**config.mk**
```make
export PLATFORM = sky130hd
export DESIGN_NAME = store_unit
export DESIGN_NICKNAME = d
export VERILOG_FILES = /design/src/rtl/store_unit.sv
export SDC_FILE = /design/constraint.sdc
export NUM_CORES = 1
export LEC_CHECK = 0
export CORE_ASPECT_RATIO = 1.25
export CORE_MARGIN = 1
export CORE_UTILIZATION = 54
export CTS_CLUSTER_SIZE = 10
export DETAILED_ROUTE_END_ITERATION = 8
export PLACE_DENSITY = 0.85
export SYNTH_ARGS = -nofsm -noshare
export SYNTH_HDL_FRONTEND = slang
export SYNTH_SLANG_ARGS = --single-unit
```
**constraint.sdc**
```tcl
create_clock -name clk -period 6.7 [get_ports clk]
set_input_delay 1.34 -clock clk [delete_from_list [all_inputs] [get_ports clk]]
set_output_delay 1.34 -clock clk [all_outputs]
set_load 0.02 [all_outputs]
```
**src/rtl/store_unit.sv**
```systemverilog
// Multi-cycle RISC-V S-type store engine (sb/sh/sw/sd).
// Sub-doubleword stores read-modify-write the enclosing 64-bit doubleword.
module store_unit #(
  parameter int XLEN = 64
) (
  input  logic            clk,
  input  logic            rst,
  input  logic            start,
  input  logic [31:0]     inst,
  input  logic [XLEN-1:0] rs1_data,
  input  logic [XLEN-1:0] rs2_data,
  output logic            busy,
  output logic            done,
  output logic            err,
  output logic [XLEN-1:0] mem_addr,
  output logic [XLEN-1:0] mem_wdata,
  output logic            mem_we,
  output logic            mem_re,
  input  logic [XLEN-1:0] mem_rdata
);

  localparam logic [6:0] OPCODE_STORE = 7'b0100011;

  typedef enum logic [2:0] {
    IDLE,
    DECODE,
    READ,
    WAIT_RD,
    MERGE,
    WRITE,
    DONE,
    ERR
  } state_t;

  state_t          state_q, state_d;
  logic [XLEN-1:0] eff_q, eff_d;
  logic [XLEN-1:0] rs2_q, rs2_d;
  logic [2:0]      funct3_q, funct3_d;
  logic [6:0]      opcode_q, opcode_d;

  logic            busy_q, busy_d;
  logic            done_q, done_d;
  logic            err_q, err_d;
  logic [XLEN-1:0] mem_addr_q, mem_addr_d;
  logic [XLEN-1:0] mem_wdata_q, mem_wdata_d;
  logic            mem_we_q, mem_we_d;
  logic            mem_re_q, mem_re_d;

  logic [XLEN-1:0] imm_sext;
  logic [XLEN-1:0] eff_in;
  logic [XLEN-1:0] aligned_addr;
  logic            illegal;
  logic            misaligned;
  logic [7:0]      lane_mask;
  logic [XLEN-1:0] rs2_shifted;
  logic [XLEN-1:0] merged;

  // Register-index fields are not needed here; rs1/rs2 values arrive pre-read.
  logic            unused_inst_bits;
  assign unused_inst_bits = ^inst[24:15];

  assign imm_sext     = {{(XLEN-12){inst[31]}}, inst[31:25], inst[11:7]};
  assign eff_in       = rs1_data + imm_sext;
  assign aligned_addr = {eff_q[XLEN-1:3], 3'b000};

  always_comb begin
    illegal    = (opcode_q != OPCODE_STORE) || funct3_q[2];
    misaligned = 1'b0;
    case (funct3_q[1:0])
      2'b01:   misaligned = eff_q[0];
      2'b10:   misaligned = |eff_q[1:0];
      2'b11:   misaligned = |eff_q[2:0];
      default: misaligned = 1'b0;
    endcase
  end

  // Byte-lane merge of the store data into the doubleword just read back.
  always_comb begin
    lane_mask = 8'h00;
    case (funct3_q[1:0])
      2'b00:   lane_mask = 8'h01 << eff_q[2:0];
      2'b01:   lane_mask = 8'h03 << eff_q[2:0];
      default: lane_mask = 8'h0F << eff_q[2:0];
    endcase
    rs2_shifted = rs2_q << {eff_q[2:0], 3'b000};
    merged      = mem_rdata;
    for (int k = 0; k < 8; k++) begin
      if (lane_mask[k]) begin
        merged[8*k +: 8] = rs2_shifted[8*k +: 8];
      end
    end
  end

  // Each state computes its outputs here; they become visible one cycle
  // later through the output registers, which sets the overall latency.
  always_comb begin
    state_d     = state_q;
    eff_d       = eff_q;
    rs2_d       = rs2_q;
    funct3_d    = funct3_q;
    opcode_d    = opcode_q;
    done_d      = 1'b0;
    err_d       = 1'b0;
    mem_re_d    = 1'b0;
    mem_we_d    = 1'b0;
    mem_wdata_d = '0;
    mem_addr_d  = mem_addr_q;

    case (state_q)
      IDLE: begin
        if (start && !busy_q) begin
          eff_d    = eff_in;
          rs2_d    = rs2_data;
          funct3_d = inst[14:12];
          opcode_d = inst[6:0];
          state_d  = DECODE;
        end
      end
      DECODE: begin
        if (illegal || misaligned) begin
          state_d = ERR;
        end else if (funct3_q[1:0] == 2'b11) begin
          state_d = WRITE;
        end else begin
          state_d = READ;
        end
      end
      READ: begin
        mem_re_d   = 1'b1;
        mem_addr_d = aligned_addr;
        state_d    = WAIT_RD;
      end
      WAIT_RD: begin
        state_d = MERGE;
      end
      MERGE: begin
        mem_we_d    = 1'b1;
        mem_addr_d  = aligned_addr;
        mem_wdata_d = merged;
        state_d     = DONE;
      end
      WRITE: begin
        mem_we_d    = 1'b1;
        mem_addr_d  = aligned_addr;
        mem_wdata_d = rs2_q;
        state_d     = DONE;
      end
      DONE: begin
        done_d  = 1'b1;
        state_d = IDLE;
      end
      ERR: begin
        done_d  = 1'b1;
        err_d   = 1'b1;
        state_d = IDLE;
      end
      default: begin
        state_d = IDLE;
      end
    endcase

    // Busy stays up through the done cycle so a start there is refused.
    busy_d = (state_d != IDLE) || done_d;
  end

  always_ff @(posedge clk) begin
    if (rst) begin
      state_q     <= IDLE;
      eff_q       <= '0;
      rs2_q       <= '0;
      funct3_q    <= '0;
      opcode_q    <= '0;
      busy_q      <= 1'b0;
      done_q      <= 1'b0;
      err_q       <= 1'b0;
      mem_addr_q  <= '0;
      mem_wdata_q <= '0;
      mem_we_q    <= 1'b0;
      mem_re_q    <= 1'b0;
    end else begin
      state_q     <= state_d;
      eff_q       <= eff_d;
      rs2_q       <= rs2_d;
      funct3_q    <= funct3_d;
      opcode_q    <= opcode_d;
      busy_q      <= busy_d;
      done_q      <= done_d;
      err_q       <= err_d;
      mem_addr_q  <= mem_addr_d;
      mem_wdata_q <= mem_wdata_d;
      mem_we_q    <= mem_we_d;
      mem_re_q    <= mem_re_d;
    end
  end

  assign busy      = busy_q;
  assign done      = done_q;
  assign err       = err_q;
  assign mem_addr  = mem_addr_q;
  assign mem_wdata = mem_wdata_q;
  assign mem_we    = mem_we_q;
  assign mem_re    = mem_re_q;

endmodule
```
---- Word level (Yosys, flattened, before mapping) ----
Index checks and enable logic that the tools add are counted.
storage, ports and cells
  bits in latches ......................... 0
  bits in registers ....................... 271
  bits in writable memories ............... 0
  word-level logic and storage cells ...... 61
  output and inout bits ................... 133
  memories kept ........................... 0
  ROM bits ................................ 0
cells by class
  divide/modulo/power cells ............... 0
  $add $sub $neg .......................... 1
  multiplexer cells ....................... 19
  multiply operators ...................... 0
  $lt $le $gt $ge ......................... 0
  bitwise gates (word level) .............. 0
  reductions and logical operators ........ 14
  shift operators ......................... 4
  eq/ne operators ......................... 11
operators by type and width
  operator                                                               number
  64-bit one-hot mux with 2 select lines                                 1
  64-bit adder                                                           1
  8-bit 2-to-1 mux                                                       8
  64-bit by 6-bit left shift with 64-bit output                          1
  3-bit one-hot mux with 6 select lines                                  1
  8-bit one-hot mux with 2 select lines                                  1
  3-bit equality test, second input constant                             4
  3-bit 2-to-1 mux                                                       3
  1-bit by 3-bit left shift with 8-bit output, first input constant      1
  2-bit by 3-bit left shift with 8-bit output, first input constant      1
  4-bit by 3-bit left shift with 8-bit output, first input constant      1
  7-bit by 6-bit != test with 1-bit output, second input constant        1
  3-bit by 2-bit equality test with 1-bit output, second input constant  2
  2-bit OR reduction                                                     3
  3-bit OR reduction                                                     2
  2-bit equality test, second input constant                             2
  1-bit 2-to-1 mux                                                       4
  3-bit by 1-bit equality test with 1-bit output, second input constant  1
  3-bit logical NOT                                                      1
  1-bit logical OR                                                       3
  1-bit one-hot mux with 3 select lines                                  1
  3-bit nonzero test                                                     1
  2-bit by 1-bit equality test with 1-bit output, second input constant  1
  2-bit logical NOT                                                      1
  3 further kinds                                                        3

---- Depth between registers and ports, before layout ----
  word-level depth ........................ 7
  gate-level depth with buffers ........... 12
  mapped depth without buffers ............ 12

---- Worst setup path after synthesis ----
Ideal clock, no wire load.
  path type ............................... input to register
  start point ............................. input port inst[7]
  end point ............................... register eff_q[58]
  setup slack ............................. 2.631 ns
  stages .................................. 12
  data required time ...................... 6.609 ns
  buffers on the path ..................... 0
  setup time .............................. 0.091 ns
  data arrival time ....................... 3.978 ns
  cells stage by stage .................... ha_1 fa_1 a211oi_1 o21ai_0 nand3b_1 a21oi_1 o41ai_4 o31ai_1 nor2_2 nor2_1 or3_1 a311oi_1
on the way
  word-level cells in the longest chain between the ends .. 1
ends and longest elaborated chain
  element                 RTL line  RTL
  start: declaration      9         input logic [31:0] inst,
  64-bit adder            63        assign eff_in = rs1_data + imm_sext;
  end signal: assignment  169       eff_q <= '0;
  end signal: assignment  182       eff_q <= eff_d;
  end: declaration        36        logic [XLEN-1:0] eff_q, eff_d;
No other way between the ends.
A chain may end at the register's enable or synchronous reset.

---- Final worst setup path ----
Same ends and word-level chain as after synthesis.

==> key figures <==
Clock network
  – Inserted Clock Buffers: 31
  – Clock transition at the registers of the reported paths: 50 ps
  – H-tree depth: 1
  – Post-CTS setup repair buffer count: 0
  – TritonCTS clock tree: built
  – CTS Sinks: 271
  – Root Driver: clkbuf_16
  – CTS resizes: 0
  – CTS Hold Bufs: 0
  – Clk buf depth: 3
  – Worst skew pair latency: 560 ps

Setup path
  – CP Capture Type: flip-flop
  – Worst Path Max Fanout: 4
  – Worst endpoint data arrival time: 5210 ps
  – CP Class: input port to flip-flop
  – CP startpoint kind: input port
  – Worst Path Required: 7160 ps

Outcome
  – Status: complete, no violations

Drt
  – Routed Wire Length: 51700 um
  – Drt first-iter violations: 1059
  – DR vias/cell: 5.92
  – Via count: 15400
  – # DRC: 0
  – Final ANT Viol Nets: 0
  – Routed wire length per instance: 19.8 um
  – TritonRoute pass-1 iters: 5

GRT
  – Gr busiest metal: met2
  – GRT met3 Usage: 7.22%
  – Grt met2 use: 63.3%
  – Pin count of the biggest net entering global routing: 111
  – GR Layer Usage met1: 39.4%
  – Total gr overflow: 0
  – Tot GR Track Use: 35.8%
  – First-pass GRT wire length: 78800 um
  – Vias in the first global route: 15100
  – Initial antenna violation count: 2

Placed design
  – Placed Cells: 2565
  – Hpwl dp: 37400 um
  – GPL Wtd Cong: 1.02
  – I/O Buffers: 346
  – Place WS: 1460 ps

STA
  – Tcrit/Tclk final: 70.9%
  – Setup TNS: 0 ps
  – Actual slew at the worst max-slew pin: 1270 ps
  – Final Hold Fails: 0
  – Min cycle time layout: 4750 ps
  – Clock Skews: 15.4 ps
  – RSZ-0062 raised after global routing: no
  – Achievable Freq: 210 MHz
  – Hold WS: 448 ps
  – Slew Limit Fails: 0
  – Worst Slack Setup Final: 1950 ps
  – Slew headroom: 14.4%
  – Setup violators final: 0

Pwr
  – Switching Share: 39.8%
  – Switching power: 2.34 mW
  – Pwr per Cell Area: 308 nW/um2
  – Pint: 3.54 mW
  – Gate power share: 38.7%
  – Leak: 7.07 nW
  – IR drop worst, VDD: 0.301 mV
  – Sequential power share: 36.1%
  – Clock share of power: 25.2%

Final layout
  – Fill cells: 2189
  – Share of layout cells above drive strength 1: 3.68%
  – Non-filler cells, final: 2605
  – Final net count: 2544
  – Syn-to-layout area delta: 29.2%

Flow run
  – Max Cap Viol: 0

Logic synthesis
  – Distinct cell type count after synthesis: 67
  – EDFF count, synth: 0
  – Sequential fraction of the synthesis area: 36.7%
  – Avg Inst Size Synth: 7.40 um2
  – FFs w/ async S/R, synth: 0%
  – Main synth FF type: dfxtp_1
  – Post-Syn Area: 14800 um2
  – Synth Instances: 1999
  – Synth warn: 0
  – Synthesized flop and latch total: 271

Die
  – Core Area: 26800 um2
  – Rows: 67
  – Area of the die: 28100 um2
  – Die H: 187 um
  – Die width: 150 um
  – Initial core utilization: 55.1%
  – # IOs: 360

Min path
  – HP Class: flip-flop to flip-flop
state kept, by name, summed over array words and instances (netlist names):
name / flops
err: 1
done: 1
funct3_q: 3
state_q: 3
rs2_q: 64
eff_q: 64
mem_we: 1
mem_wdata: 64
busy: 1
mem_re: 1
mem_addr: 61
opcode_q: 7
power by group through the flow:
| stage | clock [mW] | combinational, mW | sequential [mW] |
|---|---|---|---|
| after floorplan | 0 | 1.45 | 2.13 |
| after global placement | 0 | 2.20 | 2.14 |
| after detailed placement | 0 | 2.24 | 2.15 |
| after CTS | 1.49 | 2.26 | 2.12 |
| after global routing | 1.56 | 2.48 | 2.15 |
| final | 1.48 | 2.28 | 2.13 |
logic make-up (layout without fill, tap and decap cells):
family / Yosys count / after routing / share of synthesized area, %
AO/OA/AOI/OAI: 601 / 601 / 23.4
adder cells (fa/ha/maj): 64 / 64 / 5.47
flip-flops: 271 / 271 / 36.7
other: 1 / 5 / 0.0254
buffers and inverters: 155 / 412 / 4.11
multiplexers: 74 / 74 / 5.08
AND/OR/NAND/NOR: 776 / 776 / 21.8
XOR/XNOR: 57 / 57 / 3.38
synth_stat cells (3+ instances only):
master    number  area share [%]
a211o_1        3            0.18
a211oi_1      39             2.0
a21o_1        19            0.96
a21oi_1      342              12
a22oi_1       35             1.8
a31oi_1        7            0.30
a41oi_1        3            0.18
and2_1         8            0.34
and3_1         3            0.13
buf_1         10            0.25
buf_2          6            0.20
buf_4          3            0.15
clkbuf_1     120             3.0
dfxtp_1      271              37
ha_1          63             5.3
inv_1         15            0.38
mux2_2         8            0.61
mux2i_1       66             4.5
nand2_1      468              12
nand2b_1       9            0.38
nand3_1       15            0.51
nand3b_1       7            0.36
nand4_1       19            0.80
nor2_1       179             4.5
nor2b_1       25             1.1
nor3_1        18            0.61
nor4_1         3            0.13
o211ai_1       5            0.25
o21a_1         5            0.25
o21ai_0       92             3.1
o21ai_1        3            0.10
o21bai_1      14            0.71
o22ai_1       10            0.42
o31ai_1        5            0.25
or2_2          4            0.17
or3_1          6            0.25
xnor2_1       38             2.3
xor2_1        19             1.1
through the flow:
stage	cell area [um2]	util (%)	total power, mW
3_3_place_gp	18300	68.1	4.34
4_1_cts	19100	71.2	5.87
2_1_floorplan	14800	-	3.57
6_report	19100	71.3	5.88
5_1_grt	19100	71.3	6.18
3_5_place_dp	18300	68.1	4.39
final cells by class:
class / count / area, um2 / share of cell area [%]
Multi-Input combinational cell: 1575 / 8800 / 46.0
Antenna cell: 2 / 5.00 / 0.0262
Tap cell: 345 / 432 / 2.26
Inverter: 15 / 56.3 / 0.295
Sequential cell: 271 / 5430 / 28.4
Clock inverter: 1 / 8.76 / 0.0458
Timing Repair Buffer: 359 / 3560 / 18.6
Clock buffer: 37 / 828 / 4.33
layout by cell type (no fill, tap or decap), types with 6 or more instances in the layout:
cell type,synthesis,routed
a31oi_1,7,7
inv_1,15,15
clkbuf_16,0,31
xor2_1,19,19
nand2b_1,9,9
mux2_2,8,8
mux2i_1,66,66
nand2_1,468,467
a21o_1,19,19
buf_4,3,13
nor2b_1,25,25
or3_1,6,6
nand3_1,15,14
and2_1,8,7
o21ai_0,92,92
o21bai_1,14,14
nand4_1,19,19
nor2_1,179,179
nor3_1,18,18
a211oi_1,39,39
nand3b_1,7,7
xnor2_1,38,38
o22ai_1,10,10
ha_1,63,63
a21oi_1,342,341
dfxtp_1,271,269
a22oi_1,35,35
clkdlybuf4s50_1,0,344
layer usage:
metal	vias to the layer above	part of all wire [%]
li1	7392	-
met1	7170	37
met2	692	49
met3	177	8.3
met4	0	5.8
met5	-	0
final timing paths:
check	from	end	slack [ps]	cells past startpoint
hold / removal	mem_addr[50]$_SDFFE_PP0P_	mem_addr[50]$_SDFFE_PP0P_	450	2
setup reg to reg	eff_q[0]$_SDFFE_PP0P_	mem_wdata[32]$_SDFF_PP0_	3370	6
hold reg to reg	mem_addr[50]$_SDFFE_PP0P_	mem_addr[50]$_SDFFE_PP0P_	450	2
setup / recovery	inst[7]	eff_q[58]$_SDFFE_PP0P_	1950	13
worst max-delay path: stages:
cell and delay (ps):
clkdlybuf4s50_1 450, ha_1 310, fa_1 470, a211oi_1 410
o21ai_0 200, nand3b_1 130, a21oi_1 130, o41ai_4 640
o31ai_1 260, nor2_2 200, nor2_1 70, or3_1 340
a311oi_1 240
Note: power is estimated with default switching activity, not from simulation.
